<file path="src/rtl/idma_legalizer_r_obi_w_txrx.sv">
// Legalizer splitting 1D transfers into bus-word chunks for an OBI read port and a TXRX write port.
// Optional macro IDMA_LEGALIZER_OBI_RBE_EN narrows r_be_o to the bytes of the current read chunk.
module idma_legalizer_r_obi_w_txrx #(
  parameter bit          CombinedShifter = 1'b0,
  parameter int unsigned DataWidth       = 32,
  parameter int unsigned AddrWidth       = 32,
  localparam int unsigned StrbWidth      = DataWidth / 8,
  localparam int unsigned OffsetWidth    = (StrbWidth > 1) ? $clog2(StrbWidth) : 1
) (
  input  logic                   clk_i,
  input  logic                   rst_i,
  input  logic [AddrWidth-1:0]   req_length_i,
  input  logic [AddrWidth-1:0]   req_src_addr_i,
  input  logic [AddrWidth-1:0]   req_dst_addr_i,
  input  logic                   req_last_i,
  input  logic                   valid_i,
  output logic                   ready_o,
  output logic [AddrWidth-1:0]   r_addr_o,
  output logic [StrbWidth-1:0]   r_be_o,
  output logic [OffsetWidth-1:0] r_offset_o,
  output logic [OffsetWidth-1:0] r_tailer_o,
  output logic [OffsetWidth-1:0] r_shift_o,
  output logic                   r_valid_o,
  input  logic                   r_ready_i,
  output logic [OffsetWidth-1:0] w_offset_o,
  output logic [OffsetWidth-1:0] w_tailer_o,
  output logic [OffsetWidth-1:0] w_shift_o,
  output logic                   w_last_o,
  output logic                   w_super_last_o,
  output logic                   w_valid_o,
  input  logic                   w_ready_i,
  input  logic                   flush_i,
  input  logic                   kill_i,
  output logic                   r_busy_o,
  output logic                   w_busy_o
);

  localparam logic [AddrWidth-1:0] StrbLen = AddrWidth'(StrbWidth);

  // Largest chunk from addr that stays inside one bus word.
  function automatic logic [AddrWidth-1:0] chunk_len(input logic [AddrWidth-1:0] addr,
                                                     input logic [AddrWidth-1:0] len);
    logic [AddrWidth-1:0] room;
    room = StrbLen - AddrWidth'(addr[OffsetWidth-1:0]);
    return (len < room) ? len : room;
  endfunction

`ifdef IDMA_LEGALIZER_OBI_RBE_EN
  function automatic logic [StrbWidth-1:0] be_mask(input logic [OffsetWidth-1:0] off,
                                                   input logic [AddrWidth-1:0]   chunk);
    logic [StrbWidth-1:0] be;
    for (int i = 0; i < StrbWidth; i++) begin
      be[i] = (i >= int'(off)) && (i < int'(off) + int'(chunk));
    end
    return be;
  endfunction
`endif

  logic                   r_vld_p0, w_vld_p0;
  logic [AddrWidth-1:0]   r_addr_p0, r_len_p0, w_addr_p0, w_len_p0;
  logic [OffsetWidth-1:0] r_shift_p0, w_shift_p0;
  logic                   super_last_p0;

  logic [AddrWidth-1:0]   r_chunk, w_chunk;
  logic [OffsetWidth-1:0] r_off, w_off, src_off, dst_off;
  logic                   r_last, w_last, r_fire, w_fire, accept;

  assign r_chunk = chunk_len(r_addr_p0, r_len_p0);
  assign w_chunk = chunk_len(w_addr_p0, w_len_p0);
  assign r_off   = r_addr_p0[OffsetWidth-1:0];
  assign w_off   = w_addr_p0[OffsetWidth-1:0];
  assign src_off = req_src_addr_i[OffsetWidth-1:0];
  assign dst_off = req_dst_addr_i[OffsetWidth-1:0];
  assign r_last  = (r_chunk == r_len_p0);
  assign w_last  = (w_chunk == w_len_p0);

  assign r_valid_o = r_vld_p0 & ~flush_i;
  assign w_valid_o = w_vld_p0 & ~flush_i;
  assign r_fire    = r_valid_o & r_ready_i;
  assign w_fire    = w_valid_o & w_ready_i;

  // A new request may load as soon as both machines drain their final chunk.
  assign ready_o = ~flush_i & ~kill_i
                 & (~r_vld_p0 | (r_fire & r_last))
                 & (~w_vld_p0 | (w_fire & w_last));
  assign accept  = valid_i & ready_o;

  assign r_addr_o       = {r_addr_p0[AddrWidth-1:OffsetWidth], {OffsetWidth{1'b0}}};
  assign r_offset_o     = r_off;
  assign r_tailer_o     = r_off + r_chunk[OffsetWidth-1:0];
  assign r_shift_o      = r_shift_p0;
  assign w_offset_o     = w_off;
  assign w_tailer_o     = w_off + w_chunk[OffsetWidth-1:0];
  assign w_shift_o      = w_shift_p0;
  assign w_last_o       = w_vld_p0 & w_last;
  assign w_super_last_o = super_last_p0;
  assign r_busy_o       = r_vld_p0;
  assign w_busy_o       = w_vld_p0;

`ifdef IDMA_LEGALIZER_OBI_RBE_EN
  assign r_be_o = be_mask(r_off, r_chunk);
`else
  assign r_be_o = '1;
`endif

  // Stage p0: read/write machine state and per-transfer options.
  always_ff @(posedge clk_i) begin
    if (rst_i) begin
      r_vld_p0      <= 1'b0;
      w_vld_p0      <= 1'b0;
      r_addr_p0     <= '0;
      r_len_p0      <= '0;
      w_addr_p0     <= '0;
      w_len_p0      <= '0;
      r_shift_p0    <= '0;
      w_shift_p0    <= '0;
      super_last_p0 <= 1'b0;
    end else if (kill_i) begin
      r_vld_p0  <= 1'b0;
      w_vld_p0  <= 1'b0;
      r_addr_p0 <= '0;
      r_len_p0  <= '0;
      w_addr_p0 <= '0;
      w_len_p0  <= '0;
    end else if (accept) begin
      r_vld_p0      <= (req_length_i != '0);
      w_vld_p0      <= (req_length_i != '0);
      r_addr_p0     <= req_src_addr_i;
      r_len_p0      <= req_length_i;
      w_addr_p0     <= req_dst_addr_i;
      w_len_p0      <= req_length_i;
      super_last_p0 <= req_last_i;
      if (CombinedShifter) begin
        r_shift_p0 <= src_off - dst_off;
        w_shift_p0 <= '0;
      end else begin
        r_shift_p0 <= src_off;
        w_shift_p0 <= -dst_off;
      end
    end else begin
      if (r_fire) begin
        if (r_last) begin
          r_vld_p0 <= 1'b0;
        end else begin
          r_addr_p0 <= r_addr_p0 + r_chunk;
          r_len_p0  <= r_len_p0 - r_chunk;
        end
      end
      if (w_fire) begin
        if (w_last) begin
          w_vld_p0 <= 1'b0;
        end else begin
          w_addr_p0 <= w_addr_p0 + w_chunk;
          w_len_p0  <= w_len_p0 - w_chunk;
        end
      end
    end
  end

endmodule

</file>
<file path="config.mk">
export PLATFORM = sky130hd
export DESIGN_NAME = idma_legalizer_r_obi_w_txrx
export DESIGN_NICKNAME = d
export VERILOG_FILES = /design/src/rtl/idma_legalizer_r_obi_w_txrx.sv
export SDC_FILE = /design/constraint.sdc
export NUM_CORES = 1
export LEC_CHECK = 0
export CAP_MARGIN = 25
export CORE_MARGIN = 2
export CORE_UTILIZATION = 52
export DETAILED_ROUTE_END_ITERATION = 10
export PLACE_DENSITY = 0.92
export SLEW_MARGIN = 20
export SYNTH_ARGS = -nofsm -noshare
export SYNTH_HDL_FRONTEND = slang
export SYNTH_SLANG_ARGS = --single-unit
</file>
<file path="constraint.sdc">
create_clock -name clk_i -period 5.6 [get_ports clk_i]
set_input_delay 0.84 -clock clk_i [delete_from_list [all_inputs] [get_ports clk_i]]
set_output_delay 0.84 -clock clk_i [all_outputs]
set_load 0.02 [all_outputs]
</file>
==> results of run 1 <==
worst max-delay path: stages (launching register included):
cell and delay [ns]:
dfxtp_1 0.36, or4_1 0.62, nor4_2 0.36, nand3_1 0.25, a211oi_4 0.36, nand2_1 0.08, o21ai_0 0.11, inv_1 0.08
ha_1 0.34, and3_1 0.19, nand4_1 0.20, o21a_1 0.36, nor2_1 0.20, clkdlybuf4s50_1 0.63
flip-flops by register name (all words and copies together) (netlist names):
register	cells
w_busy_o	1
w_super_last_o	1
r_addr_p0	32
r_len_p0	32
r_shift_o	2
w_shift_o	2
w_addr_p0	2
r_busy_o	1
w_len_p0	32
worst max path at each step:
stage | startpoint | to | slack, ns | cells after the start
finish | r_len_p0[24] | ready_o | 0.25 | 13
global route | r_len_p0[24] | ready_o | 0.0007 | 13
CTS | r_len_p0[24] | ready_o | 0.18 | 13
detailed placement | r_len_p0[24] | ready_o | 0.61 | 13
global placement | r_len_p0[19] | ready_o | 0.69 | 13
floorplan | r_len_p0[19] | r_addr_p0[19] | 1.21 | 15
logic make-up after synthesis:
kind of cell | share of synthesized area [%]
and+or+nand+nor | 25.6
DFF | 28.6
muxes | 0.850
AOI/OAI and AO/OA | 28.7
other | 0.102
buffers and inverters | 5.37
adders and majority gates | 8.30
xor gates and xnor gates | 2.50
per-layer routing:
metal / wire length, microns / up-vias / global-route usage [%]
met3: 1710 / 88 / 5.86
met1: 9020 / 3732 / 36.5
met5: 0 / - / 0
met4: 1180 / 0 / 16.0
met2: 9810 / 413 / 45.4
li1: - / 3811 / -
synth_stat cells (3+ instances only):
cell / number / area [sq um]
clkbuf_1: 27 / 101
nor4_1: 25 / 156
nand2_1: 126 / 473
or3_1: 9 / 56.3
ha_1: 44 / 551
a31oi_1: 36 / 225
a211oi_1: 10 / 75.1
buf_6: 5 / 56.3
mux2i_1: 4 / 40.0
a22oi_1: 22 / 165
a211o_1: 4 / 35.0
nor2_1: 77 / 289
o31ai_1: 4 / 30.0
o21bai_1: 3 / 22.5
o21ai_0: 61 / 305
a21oi_1: 89 / 445
nor4_2: 3 / 37.5
nand2b_1: 13 / 81.3
xor2_1: 7 / 61.3
and2_1: 7 / 43.8
buf_2: 7 / 35.0
nand3_1: 34 / 170
nand3b_1: 4 / 30.0
dfxtp_1: 105 / 2100
a221oi_1: 12 / 105
inv_1: 30 / 113
a21o_1: 8 / 60.1
o21a_1: 14 / 105
o311ai_0: 3 / 26.3
buf_4: 12 / 90.1
or4_1: 10 / 75.1
o21ai_1: 8 / 40.0
or2_2: 7 / 43.8
xnor2_1: 14 / 123
nor3_1: 26 / 130
fa_1: 3 / 60.1
and3_1: 7 / 43.8
nor2b_1: 6 / 37.5
a222oi_1: 4 / 40.0
o211ai_1: 13 / 97.6
nand4_1: 10 / 62.6
cell type report:
| type | count | area, sq um | share of cell area, % |
|---|---|---|---|
| multi-input cells | 806 | 5000 | 55.0 |
| inverters | 30 | 113 | 1.24 |
| clock buffers | 9 | 225 | 2.48 |
| flip-flops and latches | 105 | 2100 | 23.1 |
| well taps | 180 | 225 | 2.48 |
| clock inverters | 7 | 83.8 | 0.922 |
| repair buffers | 137 | 1350 | 14.8 |
what timing repair did:
item,in CTS,in global routing
hold buffers,0,0
setup endpoints to repair,0,1
gates resized for setup,0,2
report_power, final:
group | total, mW | internal [mW] | switching (mW) | leakage (nW)
Clock | 0.682 | 0.356 | 0.326 | 0.149
Sequential | 0.779 | 0.762 | 0.0161 | 0.849
Combinational | 0.527 | 0.210 | 0.318 | 2.27
cells in the final DEF (no fill, tap or decap), types with 8 or more instances in the layout:
cell             count
a211oi_1             9
a21o_1               8
a21oi_1             89
a221oi_1            12
a22oi_1             22
a31oi_1             36
buf_4               14
clkbuf_16            9
clkdlybuf4s50_1    122
conb_1              34
dfxtp_1            105
ha_1                44
inv_1               30
nand2_1            126
nand2b_1            13
nand3_1             33
nand4_1             10
nor2_1              77
nor3_1              26
nor4_1              25
o211ai_1            13
o21a_1              14
o21ai_0             61
o21ai_1              8
or3_1                9
or4_1               10
xnor2_1             14
stage by stage:
stage | cell area (sq um) | hold slack [ns] | std cells
2_1_floorplan | 7480 | 0.448 | 992
3_3_place_gp | 8770 | 0.442 | 1258
3_5_place_dp | 8770 | 0.452 | 1258
4_1_cts | 9080 | 0.465 | 1274
5_1_grt | 9090 | 0.487 | 1274
6_report | 9090 | 0.464 | 1274
==> results by group, run 1 <==
Worst setup path
  • Crit path launch type: register
  • Reg2reg start: r_len_p0[24]
  • Crit path max fanout: 7
  • Worst Reg-to-Reg Cells: 15
  • Critical Setup Path Class: register to output port
  • Critical Path RT: 4.76 ns
  • R2r endpoint: r_addr_p0[20]
  • Setup crit end kind: output port
  • R2R setup slack: 0.80 ns
  • WP data arrival: around 4.5 ns

GRT
  • Vias in the first global route: 7,331
  • Overflow after GRT: 0
  • All-Layer GR Usage: between 20 and 30%
  • Initial antenna violation count: 0
  • First-pass GRT wire length: 34,800 microns
  • Largest net degree at the start of global routing: 71

Floorplan
  • Num ports: about 160
  • Vert. Die Dim: between 100 and 150 microns
  • FP Rows: 43
  • Core area: around 14,000 sq um
  • Starting density of the core: between 50% and 60%
  • Die area: ~15,000 sq um
  • Die boundary width: 123 microns

Synthesis
  • Cell Area, Synth: 7360 sq um
  • Mapped Cells: 960
  • Syn Area/Cell: between 7 and 8 sq um
  • Top FF cell, synth: dfxtp_1
  • Netlist cell types: 79
  • Async set-reset flop share out of synthesis: 0%
  • Total number of yosys warnings: 0
  • Yosys reg bits: between 100 and 150
  • EDFF count, synth: 0
  • Post-synthesis sequential area ratio: between 20% and 30%

Min path
  • Hold Path End: w_super_last_o
  • Hold path depth: 2
  • Hold Path Class: register to register
  • Hold path start: w_super_last_o

Finish
  • Fin util: ~66%
  • Fill cell count: roughly 1,100
  • Area Overhead vs Synth: 23.6%
  • Final #Nets: ~1,200
  • Layout cells sized above 1: under 10%
  • # diodes: 0

STA
  • Final hold vios: 0
  • Final setup margin: around 0.25 ns
  • Worst relative slew slack: slightly below 40%
  • # setup viols final: 0
  • Period minus WS final: between 5 and 6 ns
  • TNS Setup: 0 ns
  • Crit share post-route: 95.6%
  • Measured slew at the worst slew-check pin: between 0.9 and 1 ns
  • RSZ-0062 raised after global routing: false
  • Fin. max-slew vios: 0
  • Final Skew: ~0.0099 ns
  • Fmax: about 190 MHz

Run
  • Max-cap violations: 0

Detailed routing
  • Drt pass-1 iters: 7
  • Total number of vias: ~8,000
  • DRC: 0
  • Vias/cell: 6.31
  • Routed length per instance: between 15 and 20 microns
  • Antenna-violating nets left: 0
  • DRT iter0 DRCs: about 860
  • Final WL: 21,700 microns

Placed design
  • Buffers on Ports: 122
  • Pre-CTS WS: 0.611 ns
  • DP Wirelength: roughly 16,000 microns
  • GPL Wtd Cong: roughly 0.96

CTS
  • Post-CTS Repair Setup Buffers: 0
  • Sink Count: 105
  • Clk_lat worst skew: ~0.37 ns
  • Longest Clk Path Bufs: 2
  • Worst-path clk slew: 0.08 ns
  • CTS tree: yes
  • H-Tree Depth: 3
  • Num CTS Buffers: 9
  • Clock root cell: clkbuf_16

Power
  • PD cells: roughly 220 nW/um^2
  • Design Power: around 2.0 mW
  • Maximum vdd drop: just over 0.2 mV
  • LEAKAGE: ~3.3 nW

Run status
  • Status: finished clean
No activity file was read; power rests on OpenSTA's default activity.
==> run 2, diff against run 1 <==
--- a/config.mk
+++ b/config.mk
@@ -9,6 +9,7 @@
 export CORE_MARGIN = 2
 export CORE_UTILIZATION = 52
 export DETAILED_ROUTE_END_ITERATION = 10
+export GPL_TIMING_DRIVEN = 1
 export PLACE_DENSITY = 0.92
 export SLEW_MARGIN = 20
 export SYNTH_ARGS = -nofsm -noshare
==> results of run 2 <==
The final DEF is identical to that of run 1; final timing and power are the same.
==> run 3, diff against run 2 <==
--- a/config.mk
+++ b/config.mk
@@ -6,7 +6,7 @@
 export NUM_CORES = 1
 export LEC_CHECK = 0
 export CAP_MARGIN = 25
-export CORE_MARGIN = 2
+export CORE_MARGIN = 3
 export CORE_UTILIZATION = 52
 export DETAILED_ROUTE_END_ITERATION = 10
 export GPL_TIMING_DRIVEN = 1
==> results by group, run 3 (synthesized netlist as in run 1, its figures left out) <==
Run status
  • Status: finished clean

CTS
  • Sink Count: 105 (unchanged)
  • Hold buffer count at cts: 0 (unchanged)
  • Worst-path clk slew: 0.08 ns (about the same)
  • CTS tree: yes
  • Clk_lat worst skew: 0.37 ns (about the same)
  • H-Tree Depth: 3 (unchanged)
  • Longest Clk Path Bufs: 2 (unchanged)
  • Post-CTS Repair Setup Buffers: 0 (unchanged)
  • Clock root cell: clkbuf_16
  • Num CTS Buffers: 9 (unchanged)
  • Post-cts sizing count: 0 (unchanged)

Detailed routing
  • DRT iter0 DRCs: 655 (-23%)
  • Drt pass-1 iters: 7 (unchanged)
  • Final WL: 21,400 microns (-1.7%)
  • DRC: 0 (unchanged)
  • Total number of vias: 7,842 (-2.5%)
  • Vias/cell: 6.17 (-2.2%)
  • Routed length per instance: 16.8 microns (-1.4%)
  • Antenna-violating nets left: 0 (unchanged)

Floorplan
  • Starting density of the core: 54.3% (+1.1 points)
  • Vert. Die Dim: 125 microns (+1.6%)
  • Die area: 15,600 sq um (+3.3%)
  • Num ports: 159 (unchanged)
  • Die boundary width: 125 microns (+1.6%)
  • FP Rows: 42 (-2.3%)
  • Core area: 13,600 sq um (-1.9%)

GRT
  • First-pass GRT wire length: 34,700 microns (-0.42%)
  • Initial antenna violation count: 0 (unchanged)
  • Largest net degree at the start of global routing: 66 (-7.0%)
  • Vias in the first global route: 7,331 (unchanged)
  • All-Layer GR Usage: 26.3% (-2.5 points)
  • Overflow after GRT: 0 (unchanged)

Worst setup path
  • R2R setup slack: 0.85 ns (+0.05 ns)
  • Worst Reg-to-Reg Cells: 15 (unchanged)
  • Crit path max fanout: 7 (unchanged)
  • Crit path launch type: register
  • CP peak stage delay: 0.66 ns (+0.03 ns)
  • Critical Setup Path Class: register to output port
  • Reg2reg start: r_len_p0[24]
  • WP buf/inv: 2 (unchanged)
  • CP Cell Sequence: or4_1 > nor4_4 > nand3_1 > a211oi_2 > nand2_1 > o21ai_0 > inv_1 > ha_1 > and3_1 > nand4_1 > o21a_1 > nor2_1 > clkdlybuf4s50_1
  • Slowest library cell on the worst path: or4_1
  • WP data arrival: 4.42 ns (-0.09 ns)
  • Setup crit end kind: output port
  • Top delay family on crit path: simple AND/OR/NAND/NOR gates
  • R2r endpoint: r_addr_p0[27]
  • Critical Path RT: 4.76 ns (about the same)

Placed design
  • Pre-CTS WS: 0.558 ns (-0.0532 ns)
  • Placed Area: 8770 sq um (about the same)
  • GPL Wtd Cong: 0.963 (+0.71%)
  • Placed Instances: 1,254 (-0.32%)
  • DP Wirelength: 15,600 microns (-2.9%)
  • Buffers on Ports: 122 (unchanged)

Min path
  • Hold path depth: 2 (unchanged)
  • Hold path start: r_shift_o[1]
  • Hold Path End: r_shift_o[1]
  • Hold Path Class: register to register

Power
  • PD cells: 214 nW/um^2 (-2.2%)
  • Maximum vdd drop: 0.204 mV (-1.2%)
  • Design Power: 1.94 mW (-2.4%)
  • LEAKAGE: 3.26 nW (-0.24%)

STA
  • Final-layout worst hold slack: 0.457 ns (-0.00630 ns)
  • Period minus WS final: 5.26 ns (-0.0976 ns)
  • TNS Setup: 0 ns (unchanged)
  • Final setup margin: 0.343 ns (+0.0976 ns)
  • Measured slew at the worst slew-check pin: 0.901 ns (-0.00813 ns)
  • Fin. max-slew vios: 0 (unchanged)
  • Fmax: 190 MHz (+1.9%)
  • RSZ-0062 raised after global routing: false
  • Final Skew: 0.0117 ns (+0.00179 ns)
  • Worst relative slew slack: 39.7% (+0.88 points)
  • # setup viols final: 0 (unchanged)
  • Final hold vios: 0 (unchanged)
  • Crit share post-route: 93.9% (-1.7 points)

Finish
  • Final Non-Filler Cells: 1,270 (-0.31%)
  • # diodes: 0 (unchanged)
  • Design area: 9080 sq um (-0.19%)
  • Commonest non-fill, non-tap cell in the layout: nand2_1
  • Area Overhead vs Synth: 23.3%
  • Fill cell count: 1,119 (-2.4%)
  • Final #Nets: 1,240 (unchanged)
  • Fin util: 67.0% (+1.2 points)
  • Layout cells sized above 1: 5.85% (unchanged)
  • Largest registers: r_addr_p0: 32 flops, r_len_p0: 32 flops, w_len_p0: 32 flops
  • Most frequent cells in the layout: nand2_1, clkdlybuf4s50_1, dfxtp_1

Run
  • Max-cap violations: 0 (unchanged)
## run 3: cell types whose count changed in the layout (fill, tap and decap cells not counted), sizes merged
cell	delta
clkinv	+1
bufinv	-1
## run 3: how the worst max path moves through the flow
stage	startpoint	endpoint	slack, ns	cells after the start
after floorplan	r_len_p0[19]	r_addr_p0[19]	1.21	15
after global placement	r_len_p0[24]	ready_o	0.62	13
after detailed placement	r_len_p0[24]	ready_o	0.56	13
after CTS	r_len_p0[24]	ready_o	0.14	13
after global routing	r_len_p0[24]	ready_o	0.11	13
final	r_len_p0[24]	ready_o	0.34	13
## run 3: layer usage
| metal | up-vias | part of all wire (%) | GRT usage (%) |
|---|---|---|---|
| met1 | 3626 | 43 | 32.9 |
| met5 | - | 0 | 0 |
| met3 | 62 | 7.4 | 6.14 |
| met2 | 331 | 46 | 44.1 |
| met4 | 0 | 3.4 | 9.69 |
| li1 | 3823 | - | - |
## run 3: worst register-to-register path: stages (launching register included)
cell,delay (ns)
dfxtp_1,0.36
or4_1,0.66
nor4_4,0.33
nand3_1,0.16
a211oi_2,0.38
o21ai_0,0.16
buf_4,0.18
ha_1,0.29
a211o_1,0.31
a211oi_1,0.43
nor3_1,0.13
o21ai_1,0.31
a21bo_2,0.23
o31ai_1,0.15
or3b_2,0.46
a21oi_1,0.12
## run 3: power breakdown
| part | switching (mW) | total, mW | internal, mW |
|---|---|---|---|
| logic | 0.305 | 0.513 | 0.207 |
| registers | 0.0161 | 0.779 | 0.762 |
| clock network | 0.334 | 0.649 | 0.315 |
| total | 0.656 | 1.94 | 1.28 |
## run 3: area by class of cell
| cell class | instances | area (sq um) | area share (%) |
|---|---|---|---|
| multi-input cells | 806 | 5000 | 55.1 |
| clock inverters | 7 | 70.1 | 0.772 |
| clock buffers | 9 | 225 | 2.48 |
| well taps | 176 | 220 | 2.43 |
| repair buffers | 137 | 1350 | 14.8 |
| flip-flops and latches | 105 | 2100 | 23.2 |
| inverters | 30 | 113 | 1.24 |
